## src/rtl/ami_w_arb_if.sv

```systemverilog
// +----------------------------------------------------------------------------+
// | ami_w_arb_if : requester-side and master-side AW/W/B bundle for ami_w_arb  |
// | rev 1.0                                                                    |
// +----------------------------------------------------------------------------+
`default_nettype none

interface ami_w_arb_if #(
  parameter int NR     = 4,
  parameter int AXI_DW = 128,
  parameter int AXI_AW = 32,
  parameter int AXI_IW = 8,
  parameter int AXI_LW = 8,
  parameter int AXI_SW = 3
);
  localparam int RIW        = $clog2(NR);
  localparam int AXI_WSTRBW = AXI_DW / 8;

  // requester side
  logic [NR-1:0][AXI_IW-RIW-1:0] req_awid;
  logic [NR-1:0][AXI_AW-1:0]     req_awaddr;
  logic [NR-1:0][AXI_LW-1:0]     req_awlen;
  logic [NR-1:0][AXI_SW-1:0]     req_awsize;
  logic [NR-1:0][1:0]            req_awburst;
  logic [NR-1:0]                 req_awvalid;
  logic [NR-1:0]                 req_awready;
  logic [NR-1:0][AXI_DW-1:0]     req_wdata;
  logic [NR-1:0][AXI_WSTRBW-1:0] req_wstrb;
  logic [NR-1:0]                 req_wlast;
  logic [NR-1:0]                 req_wvalid;
  logic [NR-1:0]                 req_wready;
  logic [NR-1:0]                 req_wnafull;
  logic [AXI_IW-RIW-1:0]         req_bid;
  logic [1:0]                    req_bresp;
  logic [NR-1:0]                 req_bvalid;
  logic [NR-1:0]                 req_bready;

  // master side
  logic [AXI_IW-1:0]             usr_awid;
  logic [AXI_AW-1:0]             usr_awaddr;
  logic [AXI_LW-1:0]             usr_awlen;
  logic [AXI_SW-1:0]             usr_awsize;
  logic [1:0]                    usr_awburst;
  logic                          usr_awvalid;
  logic                          usr_awready;
  logic [AXI_DW-1:0]             usr_wdata;
  logic [AXI_WSTRBW-1:0]         usr_wstrb;
  logic                          usr_wlast;
  logic                          usr_wvalid;
  logic                          usr_wready;
  logic                          usr_wnafull;
  logic [AXI_IW-1:0]             usr_bid;
  logic [1:0]                    usr_bresp;
  logic                          usr_bvalid;
  logic                          usr_bready;

  // arbiter view
  modport slave (
    input  req_awid, req_awaddr, req_awlen, req_awsize, req_awburst, req_awvalid,
    output req_awready,
    input  req_wdata, req_wstrb, req_wlast, req_wvalid,
    output req_wready, req_wnafull,
    output req_bid, req_bresp, req_bvalid,
    input  req_bready,
    output usr_awid, usr_awaddr, usr_awlen, usr_awsize, usr_awburst, usr_awvalid,
    input  usr_awready,
    output usr_wdata, usr_wstrb, usr_wlast, usr_wvalid,
    input  usr_wready, usr_wnafull,
    input  usr_bid, usr_bresp, usr_bvalid,
    output usr_bready
  );

  // environment view (requesters plus AXI master)
  modport master (
    output req_awid, req_awaddr, req_awlen, req_awsize, req_awburst, req_awvalid,
    input  req_awready,
    output req_wdata, req_wstrb, req_wlast, req_wvalid,
    input  req_wready, req_wnafull,
    input  req_bid, req_bresp, req_bvalid,
    output req_bready,
    input  usr_awid, usr_awaddr, usr_awlen, usr_awsize, usr_awburst, usr_awvalid,
    output usr_awready,
    input  usr_wdata, usr_wstrb, usr_wlast, usr_wvalid,
    output usr_wready, usr_wnafull,
    output usr_bid, usr_bresp, usr_bvalid,
    input  usr_bready
  );
endinterface

`default_nettype wire

```

## src/rtl/ami_w_arb.sv

```systemverilog
// +----------------------------------------------------------------------------+
// | ami_w_arb : round-robin burst arbiter for the AXI master user write port.  |
// | Optional burst-length checker under `AMI_ARB_CHK_EN.        rev 1.0        |
// +----------------------------------------------------------------------------+
`default_nettype none

module ami_w_arb #(
  parameter int NR     = 4,
  parameter int AXI_DW = 128,
  parameter int AXI_AW = 32,
  parameter int AXI_IW = 8,
  parameter int AXI_LW = 8,
  parameter int AXI_SW = 3
) (
  input  logic          usr_clk,
  input  logic          usr_reset,
  ami_w_arb_if.slave    bus,
  output logic [NR-1:0] arb_grant,
  output logic          arb_err
);
  localparam int RIW = $clog2(NR);

  typedef enum logic [1:0] {
    ST_ARB  = 2'd0,
    ST_ADDR = 2'd1,
    ST_DATA = 2'd2
  } state_t;

  state_t        r_state;
  logic [NR-1:0] r_gnt;
  logic [RIW-1:0] r_gnt_idx;
  logic [RIW-1:0] r_ptr;
  logic          r_err;

  logic          w_any;
  logic [RIW-1:0] w_win_idx;
  logic [RIW-1:0] w_cand;
  logic          w_st_addr;
  logic          w_st_data;
  logic          w_aw_hs;
  logic          w_w_hs;
  logic [RIW-1:0] w_b_idx;
  logic          w_b_oor;
  logic          w_b_err;
  logic [NR-1:0] w_bvalid;
  logic          w_bready;
  logic          w_chk_err;

  // Round-robin search starting just above the last winner.
  always_comb begin
    w_any     = 1'b0;
    w_win_idx = '0;
    w_cand    = '0;
    for (int i = 1; i <= NR; i++) begin
      w_cand = RIW'((int'(r_ptr) + i) % NR);
      if (!w_any && bus.req_awvalid[w_cand]) begin
        w_any     = 1'b1;
        w_win_idx = w_cand;
      end
    end
  end

  assign w_st_addr = (r_state == ST_ADDR);
  assign w_st_data = (r_state == ST_DATA);

  assign bus.usr_awid    = {r_gnt_idx, bus.req_awid[r_gnt_idx]};
  assign bus.usr_awaddr  = bus.req_awaddr[r_gnt_idx];
  assign bus.usr_awlen   = bus.req_awlen[r_gnt_idx];
  assign bus.usr_awsize  = bus.req_awsize[r_gnt_idx];
  assign bus.usr_awburst = bus.req_awburst[r_gnt_idx];
  assign bus.usr_awvalid = w_st_addr & bus.req_awvalid[r_gnt_idx];
  assign bus.req_awready = r_gnt & {NR{w_st_addr & bus.usr_awready}};

  assign bus.usr_wdata   = bus.req_wdata[r_gnt_idx];
  assign bus.usr_wstrb   = bus.req_wstrb[r_gnt_idx];
  assign bus.usr_wlast   = bus.req_wlast[r_gnt_idx];
  assign bus.usr_wvalid  = w_st_data & bus.req_wvalid[r_gnt_idx];
  assign bus.req_wready  = r_gnt & {NR{w_st_data & bus.usr_wready}};
  assign bus.req_wnafull = r_gnt & {NR{bus.usr_wnafull}};

  assign w_aw_hs = bus.usr_awvalid & bus.usr_awready;
  assign w_w_hs  = bus.usr_wvalid & bus.usr_wready;

  // B routing is purely combinational and independent of the grant.
  assign w_b_idx = bus.usr_bid[AXI_IW-1 -: RIW];

  generate
    if (NR == (1 << RIW)) begin : g_b_full
      assign w_b_oor = 1'b0;
    end else begin : g_b_part
      assign w_b_oor = (int'(w_b_idx) >= NR);
    end
  endgenerate

  always_comb begin
    w_bvalid = '0;
    w_bready = 1'b1;
    if (!w_b_oor) begin
      w_bvalid[w_b_idx] = bus.usr_bvalid;
      w_bready          = bus.req_bready[w_b_idx];
    end
  end

  assign bus.req_bvalid = w_bvalid;
  assign bus.usr_bready = w_bready;
  assign bus.req_bid    = bus.usr_bid[AXI_IW-RIW-1:0];
  assign bus.req_bresp  = bus.usr_bresp;
  assign w_b_err        = bus.usr_bvalid & w_b_oor;

`ifdef AMI_ARB_CHK_EN
  logic [AXI_LW-1:0] r_beat;
  logic [AXI_LW-1:0] r_len;

  always_ff @(posedge usr_clk or posedge usr_reset) begin
    if (usr_reset) begin
      r_beat <= '0;
      r_len  <= '0;
    end else if (w_aw_hs) begin
      r_beat <= '0;
      r_len  <= bus.usr_awlen;
    end else if (w_w_hs) begin
      r_beat <= r_beat + 1'b1;
    end
  end

  // wlast must coincide exactly with beat awlen; awvalid must hold in ADDR.
  assign w_chk_err = (w_w_hs & (bus.usr_wlast != (r_beat == r_len)))
                   | (w_st_addr & ~bus.req_awvalid[r_gnt_idx]);
`else
  assign w_chk_err = 1'b0;
`endif

  always_ff @(posedge usr_clk or posedge usr_reset) begin
    if (usr_reset) begin
      r_state   <= ST_ARB;
      r_gnt     <= '0;
      r_gnt_idx <= '0;
      r_ptr     <= RIW'(NR - 1);
      r_err     <= 1'b0;
    end else begin
      r_err <= r_err | w_b_err | w_chk_err;
      case (r_state)
        ST_ARB: begin
          if (w_any) begin
            r_gnt     <= {{(NR-1){1'b0}}, 1'b1} << w_win_idx;
            r_gnt_idx <= w_win_idx;
            r_ptr     <= w_win_idx;
            r_state   <= ST_ADDR;
          end
        end
        ST_ADDR: begin
          if (w_aw_hs) begin
            r_state <= ST_DATA;
          end
        end
        ST_DATA: begin
          if (w_w_hs && bus.usr_wlast) begin
            r_state <= ST_ARB;
            r_gnt   <= '0;
          end
        end
        default: begin
          r_state <= ST_ARB;
          r_gnt   <= '0;
        end
      endcase
    end
  end

  assign arb_grant = r_gnt;
  assign arb_err   = r_err;

endmodule

`default_nettype wire
```

## src/flat_wrapper.sv

```systemverilog
// flat-port wrapper written by rule: the top's interface ports become plain ports
module ami_w_arb_flat 
#(
  parameter int NR     = 4,
  parameter int AXI_DW = 128,
  parameter int AXI_AW = 32,
  parameter int AXI_IW = 8,
  parameter int AXI_LW = 8,
  parameter int AXI_SW = 3
)
  (usr_clk, usr_reset, arb_grant, arb_err, bus_req_awid, bus_req_awaddr, bus_req_awlen, bus_req_awsize, bus_req_awburst, bus_req_awvalid, bus_req_awready, bus_req_wdata, bus_req_wstrb, bus_req_wlast, bus_req_wvalid, bus_req_wready, bus_req_wnafull, bus_req_bid, bus_req_bresp, bus_req_bvalid, bus_req_bready, bus_usr_awid, bus_usr_awaddr, bus_usr_awlen, bus_usr_awsize, bus_usr_awburst, bus_usr_awvalid, bus_usr_awready, bus_usr_wdata, bus_usr_wstrb, bus_usr_wlast, bus_usr_wvalid, bus_usr_wready, bus_usr_wnafull, bus_usr_bid, bus_usr_bresp, bus_usr_bvalid, bus_usr_bready);
  ami_w_arb_if #(.NR(NR), .AXI_DW(AXI_DW), .AXI_AW(AXI_AW), .AXI_IW(AXI_IW), .AXI_LW(AXI_LW), .AXI_SW(AXI_SW)) bus_i ();
  input  logic usr_clk;
  input  logic usr_reset;
  output logic [NR-1:0] arb_grant;
  output logic arb_err;
  input wire logic [$bits(bus_i.req_awid)-1:0] bus_req_awid;
  input wire logic [$bits(bus_i.req_awaddr)-1:0] bus_req_awaddr;
  input wire logic [$bits(bus_i.req_awlen)-1:0] bus_req_awlen;
  input wire logic [$bits(bus_i.req_awsize)-1:0] bus_req_awsize;
  input wire logic [$bits(bus_i.req_awburst)-1:0] bus_req_awburst;
  input wire logic [$bits(bus_i.req_awvalid)-1:0] bus_req_awvalid;
  output wire logic [$bits(bus_i.req_awready)-1:0] bus_req_awready;
  input wire logic [$bits(bus_i.req_wdata)-1:0] bus_req_wdata;
  input wire logic [$bits(bus_i.req_wstrb)-1:0] bus_req_wstrb;
  input wire logic [$bits(bus_i.req_wlast)-1:0] bus_req_wlast;
  input wire logic [$bits(bus_i.req_wvalid)-1:0] bus_req_wvalid;
  output wire logic [$bits(bus_i.req_wready)-1:0] bus_req_wready;
  output wire logic [$bits(bus_i.req_wnafull)-1:0] bus_req_wnafull;
  output wire logic [$bits(bus_i.req_bid)-1:0] bus_req_bid;
  output wire logic [$bits(bus_i.req_bresp)-1:0] bus_req_bresp;
  output wire logic [$bits(bus_i.req_bvalid)-1:0] bus_req_bvalid;
  input wire logic [$bits(bus_i.req_bready)-1:0] bus_req_bready;
  output wire logic [$bits(bus_i.usr_awid)-1:0] bus_usr_awid;
  output wire logic [$bits(bus_i.usr_awaddr)-1:0] bus_usr_awaddr;
  output wire logic [$bits(bus_i.usr_awlen)-1:0] bus_usr_awlen;
  output wire logic [$bits(bus_i.usr_awsize)-1:0] bus_usr_awsize;
  output wire logic [$bits(bus_i.usr_awburst)-1:0] bus_usr_awburst;
  output wire logic [$bits(bus_i.usr_awvalid)-1:0] bus_usr_awvalid;
  input wire logic [$bits(bus_i.usr_awready)-1:0] bus_usr_awready;
  output wire logic [$bits(bus_i.usr_wdata)-1:0] bus_usr_wdata;
  output wire logic [$bits(bus_i.usr_wstrb)-1:0] bus_usr_wstrb;
  output wire logic [$bits(bus_i.usr_wlast)-1:0] bus_usr_wlast;
  output wire logic [$bits(bus_i.usr_wvalid)-1:0] bus_usr_wvalid;
  input wire logic [$bits(bus_i.usr_wready)-1:0] bus_usr_wready;
  input wire logic [$bits(bus_i.usr_wnafull)-1:0] bus_usr_wnafull;
  input wire logic [$bits(bus_i.usr_bid)-1:0] bus_usr_bid;
  input wire logic [$bits(bus_i.usr_bresp)-1:0] bus_usr_bresp;
  input wire logic [$bits(bus_i.usr_bvalid)-1:0] bus_usr_bvalid;
  output wire logic [$bits(bus_i.usr_bready)-1:0] bus_usr_bready;
  assign bus_i.req_awid = bus_req_awid;
  assign bus_i.req_awaddr = bus_req_awaddr;
  assign bus_i.req_awlen = bus_req_awlen;
  assign bus_i.req_awsize = bus_req_awsize;
  assign bus_i.req_awburst = bus_req_awburst;
  assign bus_i.req_awvalid = bus_req_awvalid;
  assign bus_req_awready = bus_i.req_awready;
  assign bus_i.req_wdata = bus_req_wdata;
  assign bus_i.req_wstrb = bus_req_wstrb;
  assign bus_i.req_wlast = bus_req_wlast;
  assign bus_i.req_wvalid = bus_req_wvalid;
  assign bus_req_wready = bus_i.req_wready;
  assign bus_req_wnafull = bus_i.req_wnafull;
  assign bus_req_bid = bus_i.req_bid;
  assign bus_req_bresp = bus_i.req_bresp;
  assign bus_req_bvalid = bus_i.req_bvalid;
  assign bus_i.req_bready = bus_req_bready;
  assign bus_usr_awid = bus_i.usr_awid;
  assign bus_usr_awaddr = bus_i.usr_awaddr;
  assign bus_usr_awlen = bus_i.usr_awlen;
  assign bus_usr_awsize = bus_i.usr_awsize;
  assign bus_usr_awburst = bus_i.usr_awburst;
  assign bus_usr_awvalid = bus_i.usr_awvalid;
  assign bus_i.usr_awready = bus_usr_awready;
  assign bus_usr_wdata = bus_i.usr_wdata;
  assign bus_usr_wstrb = bus_i.usr_wstrb;
  assign bus_usr_wlast = bus_i.usr_wlast;
  assign bus_usr_wvalid = bus_i.usr_wvalid;
  assign bus_i.usr_wready = bus_usr_wready;
  assign bus_i.usr_wnafull = bus_usr_wnafull;
  assign bus_i.usr_bid = bus_usr_bid;
  assign bus_i.usr_bresp = bus_usr_bresp;
  assign bus_i.usr_bvalid = bus_usr_bvalid;
  assign bus_usr_bready = bus_i.usr_bready;
  ami_w_arb #(.NR(NR), .AXI_DW(AXI_DW), .AXI_AW(AXI_AW), .AXI_IW(AXI_IW), .AXI_LW(AXI_LW), .AXI_SW(AXI_SW)) u_core (.usr_clk(usr_clk), .usr_reset(usr_reset), .bus(bus_i), .arb_grant(arb_grant), .arb_err(arb_err));
endmodule
```

## config.mk

```make
export PLATFORM = sky130hd
export DESIGN_NAME = ami_w_arb_flat
export DESIGN_NICKNAME = d
export VERILOG_FILES = /design/src/rtl/ami_w_arb_if.sv /design/src/rtl/ami_w_arb.sv /design/src/flat_wrapper.sv
export SDC_FILE = /design/constraint.sdc
export NUM_CORES = 1
export LEC_CHECK = 0
export ABC_CLOCK_PERIOD_IN_PS = 3500
export CAP_MARGIN = 20
export CORE_AREA = 3 3 407 409
export DETAILED_ROUTE_END_ITERATION = 8
export DIE_AREA = 0 0 410 412
export SYNTH_ARGS = -nofsm -noshare
export SYNTH_HDL_FRONTEND = slang
export SYNTH_SLANG_ARGS = --single-unit
```

## constraint.sdc

```tcl
create_clock -name usr_clk -period 3.5 [get_ports usr_clk]
set_clock_uncertainty 0.2 [all_clocks]
set_input_delay 0.7 -clock usr_clk [delete_from_list [all_inputs] [get_ports usr_clk]]
set_output_delay 0.7 -clock usr_clk [all_outputs]
set_load 0.1 [all_outputs]
```

; Yosys cells after proc, flatten, opt, wreduce, memory -nomap -nowiden
; Cells that the tools add are included.
[totals]
reg_bits = 10
input_bits = 812
out_inout_bits = 230
wordCells = 91
[op_classes]
addsub = 4
order_cmp = 7
n_eq_ne = 5
n_shift = 1
mux = 47
n_bitwise = 11
reduce_logical = 12
[ops]
columns = operator, count
row1 = $bmux W128 S2, 1
row2 = $mux W128, 1
row3 = $bmux W32 S2, 1
row4 = $bmux W16 S2, 1
row5 = $mux W32, 1
row6 = $lt A2 B3 Y1 const B, 6
row7 = $and A4 B4 Y4, 4
row8 = $bmux W1 S2, 8
row9 = $bmux W8 S2, 1
row10 = $mux W16, 1
row11 = $mux W2, 8
row12 = $mux W1, 13
row13 = $bmux W6 S2, 1
row14 = $pmux W4 S3, 1
row15 = $mux W4, 2
row16 = $mux W8, 1
row17 = $and A1 B1 Y1, 6
row18 = $bmux W3 S2, 1
row19 = $mux W6, 1
row20 = $pmux W2 S3, 1
row21 = $reduce_and A3 Y1, 2
row22 = $logic_and A1 B1 Y1, 5
row23 = $add A2 B1 Y2 const B, 2
row24 = $add A2 B2 Y2 const B, 2
row25 = 13 further kinds, 16

; Depth between registers and ports, before layout
[logic_depth]
ltp_word = 16
ltp_mapped = 6
ltp_nobuf = 4

; Worst setup path after synthesis
; No wires, ideal clock.
[synth_timing]
path_type = input to output
startpoint = input bus_usr_bid[6]
endpoint = output bus_req_bvalid[0]
arrival_ps = 2912
required_time_ps = 2600
slack_ps = -312
path_stages = 1
path_buffers = 0
path_cell_list = nor3b_1
[synth_via]
elab_chain_cells = 5
elab_cells_between_ends = 6
cone_classes = order compare (2) / mux (2) / bitwise (1) / reduce/logical (1)
[synth_rtl]
columns = item, line_no
row1 = start: declaration, flat_wrapper.sv:47  ; input wire logic [$bits(bus_i.usr_bid)-1:0] bus_usr_bid;
row2 = $lt A2 B3 Y1 (implied by the code) / $ge A2 B1 Y1 (equally long branches), ami_w_arb.sv:99  ; w_bvalid[w_b_idx] = bus.usr_bvalid;
row3 = $logic_and A1 B1 Y1 (implied by the code), ami_w_arb.sv:99
row4 = $mux W1 (implied by the code), ami_w_arb.sv:99
row5 = $demux W1 S2 (*), n/a
row6 = $and A4 B4 Y4 (no line) (*), n/a
row7 = end: declaration, flat_wrapper.sv:32  ; output wire logic [$bits(bus_i.req_bvalid)-1:0] bus_req_bvalid;
; Every way passes the cells marked *; elsewhere a longest branch is shown, timed or not.

; Final worst setup path
[layout_timing]
startpoint = input bus_usr_bid[6]
endpoint = output bus_usr_bready
[layout_via]
elab_chain_cells = 2
[layout_rtl]
columns = item, line_no
row1 = $bmux W1 S2, ami_w_arb.sv:100  ; w_bready = bus.req_bready[w_b_idx];
row2 = $mux W1 (implied by the code), ami_w_arb.sv:100
row3 = end: declaration, flat_wrapper.sv:50  ; output wire logic [$bits(bus_i.usr_bready)-1:0] bus_usr_bready;
; No other way between the ends. The select of a mux whose other input is x is not followed.

==> summary.txt <==
Pwr
  – Power density over the cells: 1147 nW/um^2
  – Internal Dissipation: 7923 uW
  – Proportion of total power due to net switching: 66.07%
  – Static power due to leakage: 0.006867 uW
  – Max IR drop VDD: 467.9 uV
  – Fraction of power consumed by the clock network: 1.0%
  – Overall power after layout: 23350 uW
  – Portion of total power attributed to sequential cells: 1.4%
  – Net Sw Power: 15430 uW
  – Relative contribution of combinational cells to total power: 97.6%

Route
  – Initial DRC count: 736
  – Vias post-DR: 9356
  – Wirelength, routed: 124.5 mm
  – Residual DRC: 0
  – First-pass iteration count of the detailed router: 5
  – Routed via count divided by cell count: 2.641
  – Average routed wire per standard cell: 35.15 um
  – Remaining antenna violation count: 0

Worst hold path
  – Type of the tightest min-delay check: reg2reg
  – Worst hold path stage count: 1
  – Start point of the worst hold path: u_core.r_state[1]$_DFFE_PP0P_
  – Endpoint of the worst hold-timing path: u_core.r_state[0]$_DFFE_PP0P_

STA
  – Number of endpoints with negative hold slack in the final report: 0
  – Final-layout worst hold slack: 364.9 ps
  – Worst slew slack as a fraction of its limit: 31.49%
  – Post-layout minimum cycle time: 3375 ps
  – Final setup violation count: 0
  – Worst Slack Setup Final: 125.0 ps
  – Portion of the clock cycle consumed by the worst path in the final layout: 96.43%
  – Total count of max-transition violations in the final report: 0
  – Slew at the pin closest to its max-slew limit: 1019 ps
  – Setup repair after global routing missed its margin: false
  – FMAX: 296.3 MHz
  – Setup_tns: 0 ps

GRT
  – Global-route wire length before repair: 143.7 mm
  – Tot GR Track Use: 13.92%
  – Via count of the first global-routing pass: 9327
  – Initial antenna violation count: 135
  – Total overflow reported by the global router: 0
  – Pin count of the biggest net entering global routing: 49

Worst setup path
  – Startpoint-to-endpoint class of the critical path: in2out
  – Startpoint of the worst register-to-register path: u_core.r_gnt_idx[0]$_DFFE_PP0P_
  – Worst r2r dst: u_core.arb_grant[3]$_DFFE_PP0P_
  – Arrival time of the worst setup path: 2470 ps
  – Crit. End Element: output port
  – Type of origin of the critical path: input pin
  – Crit-path max FO: 5
  – Slack of the worst reg-to-reg path: 1070 ps
  – Register-to-Register Path Depth: 5
  – Data required time of the worst path: 2600 ps

Yosys
  – Top cells by area, synth: sky130_fd_sc_hd__mux4_2 (83%), sky130_fd_sc_hd__dfrtp_1 (3.7%), sky130_fd_sc_hd__buf_2 (2.0%)
  – Post-synthesis instance area: 5379 um^2
  – Synthesis Warnings: 0
  – Share of the synthesized area in the top cell type: 83.32%
  – Net count of the mapped netlist: 1135
  – Yosys reg bits: 10
  – Number of enable flip-flop cells after synthesis: 0
  – Proportion of register bits with asynchronous set or reset after synthesis: 100.0%
  – Most used flip-flop cell after synthesis: sky130_fd_sc_hd__dfrtp_1
  – Number of unique standard cell types used by synthesis: 31
  – Synth Area per Inst: 16.65 um^2
  – Instance count of the mapped netlist: 323
  – Biggest area consumer among synthesized cells: sky130_fd_sc_hd__mux4_2
  – Share of the yosys chip area belonging to registers: 4.699%

Floorplan
  – Core Region: 162400 um^2
  – Top-level I/O count: 1042
  – Full die area: 168900 um^2
  – Total number of placement rows: 148
  – Chip width: 410 um
  – Die span in y: 412 um
  – Effective utilization at floorplan: 3.312%

Run status
  – Run status: complete, no violations

CTS
  – Number of buffers added to fix hold violations after cts: 0
  – Number of sinks driven by the clock tree: 10
  – Inserted Clock Buffers: 3
  – Number of setup buffers added after CTS: 0
  – H-tree lvl count: 1
  – Clock tree root buffer cell: sky130_fd_sc_hd__clkbuf_16
  – Gates resized, CTS repair: 0
  – CTS clk-pin slew, worst paths: 40 ps
  – TritonCTS clock tree: built
  – Number of buffers between clock root and the deepest sink: 2
  – Later-pin clock latency in the skew report: 240 ps

Placement
  – Quantity of I/O buffers inserted on ports: 1024
  – DP Worst Slack: 10.63 ps
  – Detailed placement HPWL: 117.9 mm
  – Cell area reported after detailed placement: 20200 um^2
  – Routability congestion estimate from global placement: 0.9700

Cells and area
  – Final std cell area, no fill: 20360 um^2
  – Area growth syn-to-layout: 278.6%
  – Net count reported at finish: 2149
  – Ratio of cells with drive above 1 in the final layout: 35.10%

Job
  – Max-capacitance violation count: 0
## metrics by stage
stage / instances / utilization (%)
finish: 3542 / 12.54
global route: 3520 / 12.51
CTS: 3511 / 12.49
detailed placement: 3507 / 12.44
global placement: 3507 / 12.44
floorplan: 323 / -
## cell usage in the layout, fill, tap and decap left out, drive strengths merged
cell,synthesis,final
clkdlybuf4s50,0,803
diode,0,31
o21ai,1,1
nor2b,2,2
inv,2,2
clkbuf,9,4
nand2b,2,2
a311oi,1,1
a21o,4,4
nand2,3,3
dfstp,2,2
o22ai,1,1
a21oi,3,3
a221o,2,2
nor4,1,1
o21a,1,1
mux4,199,199
a22o,2,2
dfrtp,8,8
nor3,2,2
o311a,1,1
o21bai,1,1
and2,9,9
or3,1,1
nor2,9,9
and3,7,7
buf,44,259
o311ai,1,1
nor3b,4,4
conb,1,1
## synth_stat cells, types with 2 or more instances
| library cell | n |
|---|---|
| sky130_fd_sc_hd__a21oi_1 | 3 |
| sky130_fd_sc_hd__a22o_1 | 2 |
| sky130_fd_sc_hd__nor2b_1 | 2 |
| sky130_fd_sc_hd__nand2b_1 | 2 |
| sky130_fd_sc_hd__inv_1 | 2 |
| sky130_fd_sc_hd__buf_4 | 9 |
| sky130_fd_sc_hd__a221o_1 | 2 |
| sky130_fd_sc_hd__nor2_1 | 9 |
| sky130_fd_sc_hd__a21o_1 | 4 |
| sky130_fd_sc_hd__buf_1 | 12 |
| sky130_fd_sc_hd__and2_1 | 9 |
| sky130_fd_sc_hd__clkbuf_1 | 9 |
| sky130_fd_sc_hd__and3_1 | 7 |
| sky130_fd_sc_hd__nand2_1 | 3 |
| sky130_fd_sc_hd__nor3_1 | 2 |
| sky130_fd_sc_hd__nor3b_1 | 4 |
| sky130_fd_sc_hd__buf_2 | 22 |
| sky130_fd_sc_hd__mux4_2 | 199 |
| sky130_fd_sc_hd__dfstp_2 | 2 |
| sky130_fd_sc_hd__dfrtp_1 | 8 |
## state kept, by name (all words and copies together), names as in the netlist
| register | flops |
|---|---|
| u_core.r_ptr | 2 |
| u_core.r_gnt_idx | 2 |
| u_core.arb_grant | 4 |
| u_core.r_state | 2 |
## kinds of logic (layout without fill, tap and decap cells)
kind of cell | count (synthesis) | in the layout | share of synthesized area [%]
and+or+nand+nor | 40 | 40 | 4.140
AOI/OAI and AO/OA | 18 | 18 | 2.652
DFF | 10 | 10 | 4.699
muxes | 199 | 199 | 83.32
other | 1 | 32 | 0.06972
buffers and inverters | 55 | 1068 | 5.117
## routing by layer
metal / track usage [%] / vias up / part of all wire [%]
li1: - / 3638 / -
met4: 2.040 / 80 / 2.0
met2: 25.15 / 777 / 51
met3: 7.106 / 232 / 13
met1: 14.65 / 4629 / 34
met5: 0 / - / 0.42
## power by group through the flow
stage / clock network [uW] / logic, uW / registers, uW
3_5_place_dp: 0 / 23200 / 347
4_1_cts: 233 / 23200 / 346
6_report: 229 / 22800 / 332
2_1_floorplan: 0 / 13100 / 394
5_1_grt: 241 / 23300 / 346
3_3_place_gp: 0 / 23200 / 347
## worst max-delay path: stages
cell                              delay (ps)
sky130_fd_sc_hd__clkdlybuf4s50_1         810
sky130_fd_sc_hd__mux4_2                  710
sky130_fd_sc_hd__buf_12                  220
## cell type report
cell class	instances	area [um^2]
antenna	31	77.57
clock buffer	4	88.84
fill	18380	142000
inverter	2	7.507
multi-input combinational	258	4862
sequential	10	260.3
tap	2175	2721
timing repair buffer	1062	12350
## worst max-delay path by stage
stage,startpoint,endpoint,slack (ps),depth (start not counted)
2_1_floorplan,u_core.r_gnt_idx[1]$_DFFE_PP0P_,bus_usr_awaddr[0],60,4
3_3_place_gp,bus_usr_bid[6],bus_usr_bready,-9,3
3_5_place_dp,bus_usr_bid[6],bus_usr_bready,10,3
4_1_cts,bus_usr_bid[6],bus_usr_bready,3,3
5_1_grt,bus_usr_bid[6],bus_usr_bready,60,3
6_report,bus_usr_bid[6],bus_usr_bready,130,3
(Power assumes the default switching activity.)
